--- src/rtl/timer_periph.sv ---
// Memory-mapped countdown timer: firmware writes a tick count N, the block counts
// prescaled ticks down to zero and raises a sticky done flag readable at 0x201C.
module timer_periph #(
    parameter int CLK_FREQ_HZ = 100_000_000,
    parameter int TICK_HZ     = 1000,
    parameter int SIM_DIV     = 4,
    parameter bit Simulacion  = 1'b0
) (
    input  logic        clk,
    input  logic        reset,
    input  logic        TIMER_ctrl_we,
    input  logic [31:0] TIMER_ctrl_wdata,
    output logic [31:0] TIMER_done_rdata,
    output logic        done_pulse,
    output logic        busy,
    output logic [23:0] remaining
);
    localparam int DIV = Simulacion ? SIM_DIV : CLK_FREQ_HZ / TICK_HZ;
    localparam int PW  = (DIV > 1) ? $clog2(DIV) : 1;
    localparam logic [PW-1:0] DIV_M1 = PW'(DIV - 1);

    typedef enum logic [1:0] {IDLE, RUN, DONE} state_t;

    state_t        state;
    logic [PW-1:0] pcnt;
    logic [23:0]   rem;
    logic          done;
    logic [23:0]   wr_n;
    logic          unused_hi;

    assign wr_n      = TIMER_ctrl_wdata[23:0];
    assign unused_hi = ^TIMER_ctrl_wdata[31:24];

    // A write always takes priority over the countdown, including on the expiry edge.
    always_ff @(posedge clk or posedge reset) begin
        if (reset) begin
            state      <= IDLE;
            pcnt       <= '0;
            rem        <= '0;
            done       <= 1'b0;
            done_pulse <= 1'b0;
        end else begin
            done_pulse <= 1'b0;
            if (TIMER_ctrl_we) begin
                pcnt  <= '0;
                done  <= 1'b0;
                rem   <= wr_n;
                state <= (wr_n != 24'd0) ? RUN : IDLE;
            end else begin
                case (state)
                    RUN: begin
                        if (pcnt == DIV_M1) begin
                            pcnt <= '0;
                            rem  <= rem - 24'd1;
                            if (rem == 24'd1) begin
                                state      <= DONE;
                                done       <= 1'b1;
                                done_pulse <= 1'b1;
                            end
                        end else begin
                            pcnt <= pcnt + PW'(1);
                        end
                    end
                    default: ;
                endcase
            end
        end
    end

    assign busy             = (state == RUN);
    assign remaining        = rem;
    assign TIMER_done_rdata = {31'b0, done};
endmodule

--- config.mk ---
export PLATFORM = sky130hd
export DESIGN_NAME = timer_periph
export DESIGN_NICKNAME = d
export VERILOG_FILES = /design/src/rtl/timer_periph.sv
export SDC_FILE = /design/constraint.sdc
export NUM_CORES = 1
export LEC_CHECK = 0
export BUFFER_PORTS_ARGS = -buffer_cell sky130_fd_sc_hd__buf_2
export CORE_MARGIN = 4
export CORE_UTILIZATION = 46
export DETAILED_ROUTE_END_ITERATION = 16
export PLACE_DENSITY = 0.79
export RECOVER_POWER = 25
export SKIP_LAST_GASP = 1
export SLEW_MARGIN = 20
export SYNTH_ARGS = -nofsm -noshare
export SYNTH_HDL_FRONTEND = slang
export SYNTH_SLANG_ARGS = --single-unit
--- constraint.sdc ---
create_clock -name clk -period 3.15 [get_ports clk]
set_input_delay 0.4725 -clock clk [delete_from_list [all_inputs] [get_ports clk]]
set_output_delay 0.4725 -clock clk [all_outputs]
set_load 0.05 [all_outputs]
After elaboration in Yosys (flattened, before gate mapping). Index checks and enable logic that the tools add are counted.

Word-level logic and storage cells: 35. Output and inout bits: 58. Flip-flop bits (word level): 45. Input port bits: 35.

Multiplexer cells: 19. Reduce and logical (&&, ||, !) cells: 6. Add/sub/neg operators: 2. Equality and inequality tests: 3.

Operator list (count): $mux W24 (3); $mux W17 (3); $eq A24 B1 Y1 const B (1); $reduce_bool A24 Y1 (1); $sub A24 B1 Y24 const B (1); $add A17 B1 Y17 const B (1); $eq A17 B17 Y1 const B (1); $mux W1 (9); $mux W2 (4); $reduce_bool A2 Y1 (3); $reduce_and A3 Y1 (1); $eq A2 B1 Y1 const B (1); $reduce_and A2 Y1 (1).

Depth between registers and ports, before layout.
Word-level depth: 5. Depth in mapped cells: 8. Gate-level depth less buffers: 6.

Worst setup path after synthesis. No wires, ideal clock.

Kind: reg-to-reg. Start point: register rem[11] (netlist: remaining[11]). End point: register rem[18] (netlist: remaining[18]). Clock period less this slack: 2.529 ns. Path buffers: 2. Arrival time: 2.408 ns. Setup slack: 0.621 ns. Library setup time: 0.122 ns. Cell stages (with the launch flop): 7. Required time: 3.028 ns. Cell sequence: dfrtp_1 -> clkbuf_1 -> or4_1 -> clkbuf_1 -> or3_1 -> or4_1 -> a32o_1.

Cells in the longest elaborated chain, start to end: 4.

RTL lines: start, declared (RTL line 26) `logic [23:0] rem;`; start signal, assigned (RTL line 47) `rem <= wr_n;`; start signal, assigned (RTL line 54) `rem <= rem - 24'd1;`; $sub A24 B1 Y24 (RTL line 54); $mux W24 (RTL line 52) `if (pcnt == DIV_M1) begin`; $mux W24 (RTL line 50) `case (state)`; $mux W24 (RTL line 44) `if (TIMER_ctrl_we) begin`.

Every way passes these cells. The select of a mux whose other input is x is not followed. A chain may end at the register's enable or synchronous reset.

Worst setup path in the final report.
Start point: register pcnt[5]. End point: register rem[5] (netlist: remaining[5]).

Cells in the longest elaborated chain, start to end: 3.

RTL lines: start, declared (RTL line 25) `logic [PW-1:0] pcnt;`; start signal, assigned (RTL line 61) `pcnt <= pcnt + PW'(1);`; $eq A17 B17 Y1 (RTL line 52); $reduce_bool A2 Y1 (no source line); $reduce_and A2 Y1 (no source line).

Every way passes these cells.

==> impl_metrics.sql <==
INSERT INTO impl_metrics (metric_group, metric, value, unit) VALUES
('finish', 'finish.instance_area', '0.00331', 'sq mm'),
('finish', 'final_layout_size_suffix_gt1_frac', '0.193', ''),
('clock_network', 'cts_repair_resize_count', '0', ''),
('worst_setup_path', 'crit_path_max_fanout', '23', ''),
('finish', 'syn2layout_area_growth', '11.5', '%'),
('synth', 'synth-simple-area-share', '0.296', ''),
('route', 'detailroute.via_count', '2889', ''),
('worst_setup_path', 'cp_data_required_time', '3380', 'ps'),
('route', 'drt-pass1-iter-count', '5', ''),
('sta', 'hold_viol', '0', ''),
('placed_design', 'dp_hpwl', '5.56', 'mm'),
('floorplanning', 'core_region_area', '0.00631', 'sq mm'),
('synth', 'synthesis.area', '0.00297', 'sq mm'),
('synth', 'synth-seq-area-share', '0.371', ''),
('synth', 'yosys_register_bits', '44', ''),
('clock_network', 'max-clock-path-buffers', '2', ''),
('placed_design', 'gp_routability_congestion', '0.857', ''),
('synth', 'yosysUniqueCellTypes', '47', ''),
('clock_network', 'worstSkewPairLatency', '310', 'ps'),
('floorplanning', 'die_width', '88.3', 'um'),
('route', 'drt-initial-drc-count', '202', ''),
('placed_design', 'number_of_port_buffers', '53', ''),
('sta', 'setup_total_negative_slack', '0', 'ps'),
('sta', 'min_period_over_period', '0.849', ''),
('synth', 'synth-async-reset-ratio', '1.00', ''),
('sta', 'report.final.slew_viol_count', '0', ''),
('worst_setup_path', 'critPathArrivalTime', '2910', 'ps'),
('synth', 'synth-compound-area-share', '0.172', ''),
('sta', 'worst_slew_margin_rel', '0.189', ''),
('floorplanning', 'die_ar', '0.00780', 'sq mm'),
('route', 'detail_route.vias_per_cell', '6.13', ''),
('power', 'power.density_cell_area', '443', 'mW/mm^2'),
('synth', 'yosys.area_share.xor_xnor', '0.0236', ''),
('route', 'route.detailed.drc', '0', ''),
('global_routing', 'globalRouteOverflowTotal', '0', ''),
('synth', 'synth_edf_count', '0', ''),
('sta', 'timing_worst_slew_pin_value', '1220', 'ps'),
('flow_run', 'drv_cap', '0', ''),
('floorplanning', 'initial_utilization', '0.470', ''),
('sta', 'grt_setup_unrepaired', 'false', ''),
('clock_network', 'path_clk_slew', '90', 'ps'),
('synth', 'ys_warn_count', '0', ''),
('sta', 'clock_skew', '9.66', 'ps'),
('worst_setup_path', 'critical_path.startpoint_type', 'flip-flop', ''),
('sta', 'final-setup-viol-count', '0', ''),
('power', 'peakVddDrop', '0.000226', 'V'),
('synth', 'synth_mux_area_frac', '0', ''),
('synth', 'main_combinational_cell_family_by_area_after_synthesis', 'simple AND/OR/NAND/NOR gates', ''),
('placed_design', 'placedInstanceArea', '0.00320', 'sq mm'),
('floorplanning', 'placement_rows', '29', ''),
('synth', 'synth.avg_cell_area', '8.68', 'sq um'),
('hold_path', 'hold_path_class', 'input port to async pin', ''),
('global_routing', 'antenna_violations_before_repair', '0', ''),
('synth', 'synth_ff_type', 'dfrtp_1', ''),
('floorplanning', 'io-pin-count', '93', ''),
('power', 'leakagePower', '0.00130', 'uW'),
('synth', 'postSynthCellCount', '342', ''),
('clock_network', 'postCtsSetupRepairBufs', '0', ''),
('route', 'drtAntennaViolNets', '0', ''),
('worst_setup_path', 'worstSetupEndpointType', 'flip-flop', ''),
('route', 'wl', '7.73', 'mm'),
('global_routing', 'first_pass_grt_wire_length', '12.5', 'mm'),
('clock_network', 'cts_htree_levels', '2', ''),
('global_routing', 'largest_net_degree_at_the_start_of_global_routing', '24', ''),
('clock_network', 'cts_sinks', '44', ''),
('finish', 'antennaDiodeCount', '0', ''),
('clock_network', 'cts_buffers', '5', ''),
('clock_network', 'cts_root_buf', 'clkbuf_8', ''),
('floorplanning', 'die-height', '88.3', 'um'),
('sta', 'clock.fmax', '374', 'MHz'),
('clock_network', 'tritoncts', 'yes', ''),
('route', 'post_drt_wl_per_cell', '16.4', 'um'),
('finish', 'layout.nets', '431', ''),
('sta', 'min_period', '2670', 'ps'),
('clock_network', 'cts.hold.buffers_added', '0', ''),
('worst_setup_path', 'setup.worst_path.class', 'flip-flop to flip-flop', ''),
('global_routing', 'track_usage', '0.203', ''),
('synth', 'area_share_of_fa_ha_maj_cells_after_synthesis', '0.0126', ''),
('status', 'run_status', 'complete, no violations', ''),
('global_routing', 'first_global_vias', '2580', '');
layer usage:
metal  global-route usage  vias up  share of wire
met5                    0        -              0
met2                0.313      131           0.45
met1                0.289     1405           0.45
li1                     -     1341              -
met3               0.0326       12          0.076
met4               0.0742        0          0.017
critical path, stage by stage, from the launching register on:
cell and delay [ps]:
dfrtp_1 430, or4_4 560, or3_1 620, buf_4 310, or4_1 510, a31oi_1 170
cells by family after synthesis:
group / count (synthesis)
adder cells (fa/ha/maj): 3
other: 1
AND/OR/NAND/NOR: 149
buffers and inverters: 61
XOR/XNOR: 8
flip-flops: 44
AO/OA/AOI/OAI: 76
state kept, by name (all words and copies together) (netlist names):
signal / count
done_pulse: 1
pcnt: 17
remaining: 24
state: 2
cell usage in the layout (no fill, tap or decap), types with 2 or more instances in the layout:
| cell type | n |
|---|---|
| nand4b_1 | 4 |
| o21ai_0 | 13 |
| nor2_1 | 29 |
| a31oi_1 | 14 |
| buf_4 | 10 |
| or4_4 | 2 |
| nand2b_1 | 4 |
| a221o_1 | 2 |
| and3_1 | 2 |
| ha_1 | 3 |
| and4_1 | 2 |
| nor4_1 | 16 |
| nor2b_1 | 8 |
| or4b_1 | 3 |
| o311ai_0 | 2 |
| buf_2 | 53 |
| conb_1 | 31 |
| a22oi_1 | 5 |
| nand2_1 | 12 |
| o211ai_1 | 5 |
| nand3_1 | 14 |
| or2_2 | 2 |
| nand4_1 | 7 |
| o31ai_1 | 15 |
| inv_1 | 10 |
| xor2_1 | 6 |
| a21oi_1 | 10 |
| clkbuf_8 | 5 |
| or4_1 | 21 |
| or3_1 | 11 |
| xnor2_1 | 2 |
| and2_1 | 2 |
| nor3_1 | 5 |
| o2111ai_1 | 3 |
| o41ai_1 | 2 |
| dfrtp_1 | 44 |
layout make-up:
cell class                 count  area, sq um
clock buffer                   5         68.8
clock inverter                 3         42.5
fill                         619         3000
inverter                      11         41.3
multi-input combinational    267         1620
sequential                    44         1100
tap                           77         96.3
timing repair buffer          64          344
worst paths after layout:
kind	from	endpoint	slack, ps	cells past startpoint
setup / recovery	pcnt[5]$_DFFE_PP0P_	remaining[5]$_DFFE_PP0P_	480	5
hold / removal	reset	remaining[5]$_DFFE_PP0P_	210	2
setup reg to reg	pcnt[5]$_DFFE_PP0P_	remaining[5]$_DFFE_PP0P_	480	5
hold reg to reg	pcnt[1]$_DFFE_PP0P_	pcnt[1]$_DFFE_PP0P_	570	2
max in group asynchronous	reset	pcnt[3]$_DFFE_PP0P_	1420	3
min in group clk	TIMER_ctrl_wdata[22]	remaining[22]$_DFFE_PP0P_	420	3
synthesized netlist by cell type, types with 5 or more instances:
library cell	instances	area, sq um
nor2_1	29	109
a31oi_1	14	87.6
o21ai_0	13	65.1
or4_1	21	158
buf_4	32	240
dfrtp_1	44	1100
o31ai_1	15	113
a22oi_1	5	37.5
nor2b_1	8	50.1
xor2_1	6	52.6
nand2_1	12	45.0
or3_1	11	68.8
nor3_1	5	25.0
nor4_1	16	100
clkbuf_1	15	56.3
nand3_1	14	70.1
nand4_1	7	43.8
a21oi_1	10	50.1
o211ai_1	5	37.5
inv_1	11	41.3
where the power goes:
group,switching (uW),internal (uW)
sequential,49.2,597
clock,213,235
combinational,288,83.5
metrics by stage:
stage	util	power (uW)	setup WS (ps)	hold slack (ps)	cells
after floorplan	-	963	621	521	372
after global placement	0.507	1020	555	544	463
after detailed placement	0.507	1030	483	551	463
after CTS	0.525	1470	485	235	471
after global routing	0.524	1520	351	279	471
final	0.524	1470	476	207	471
(Power assumes the default switching activity.)
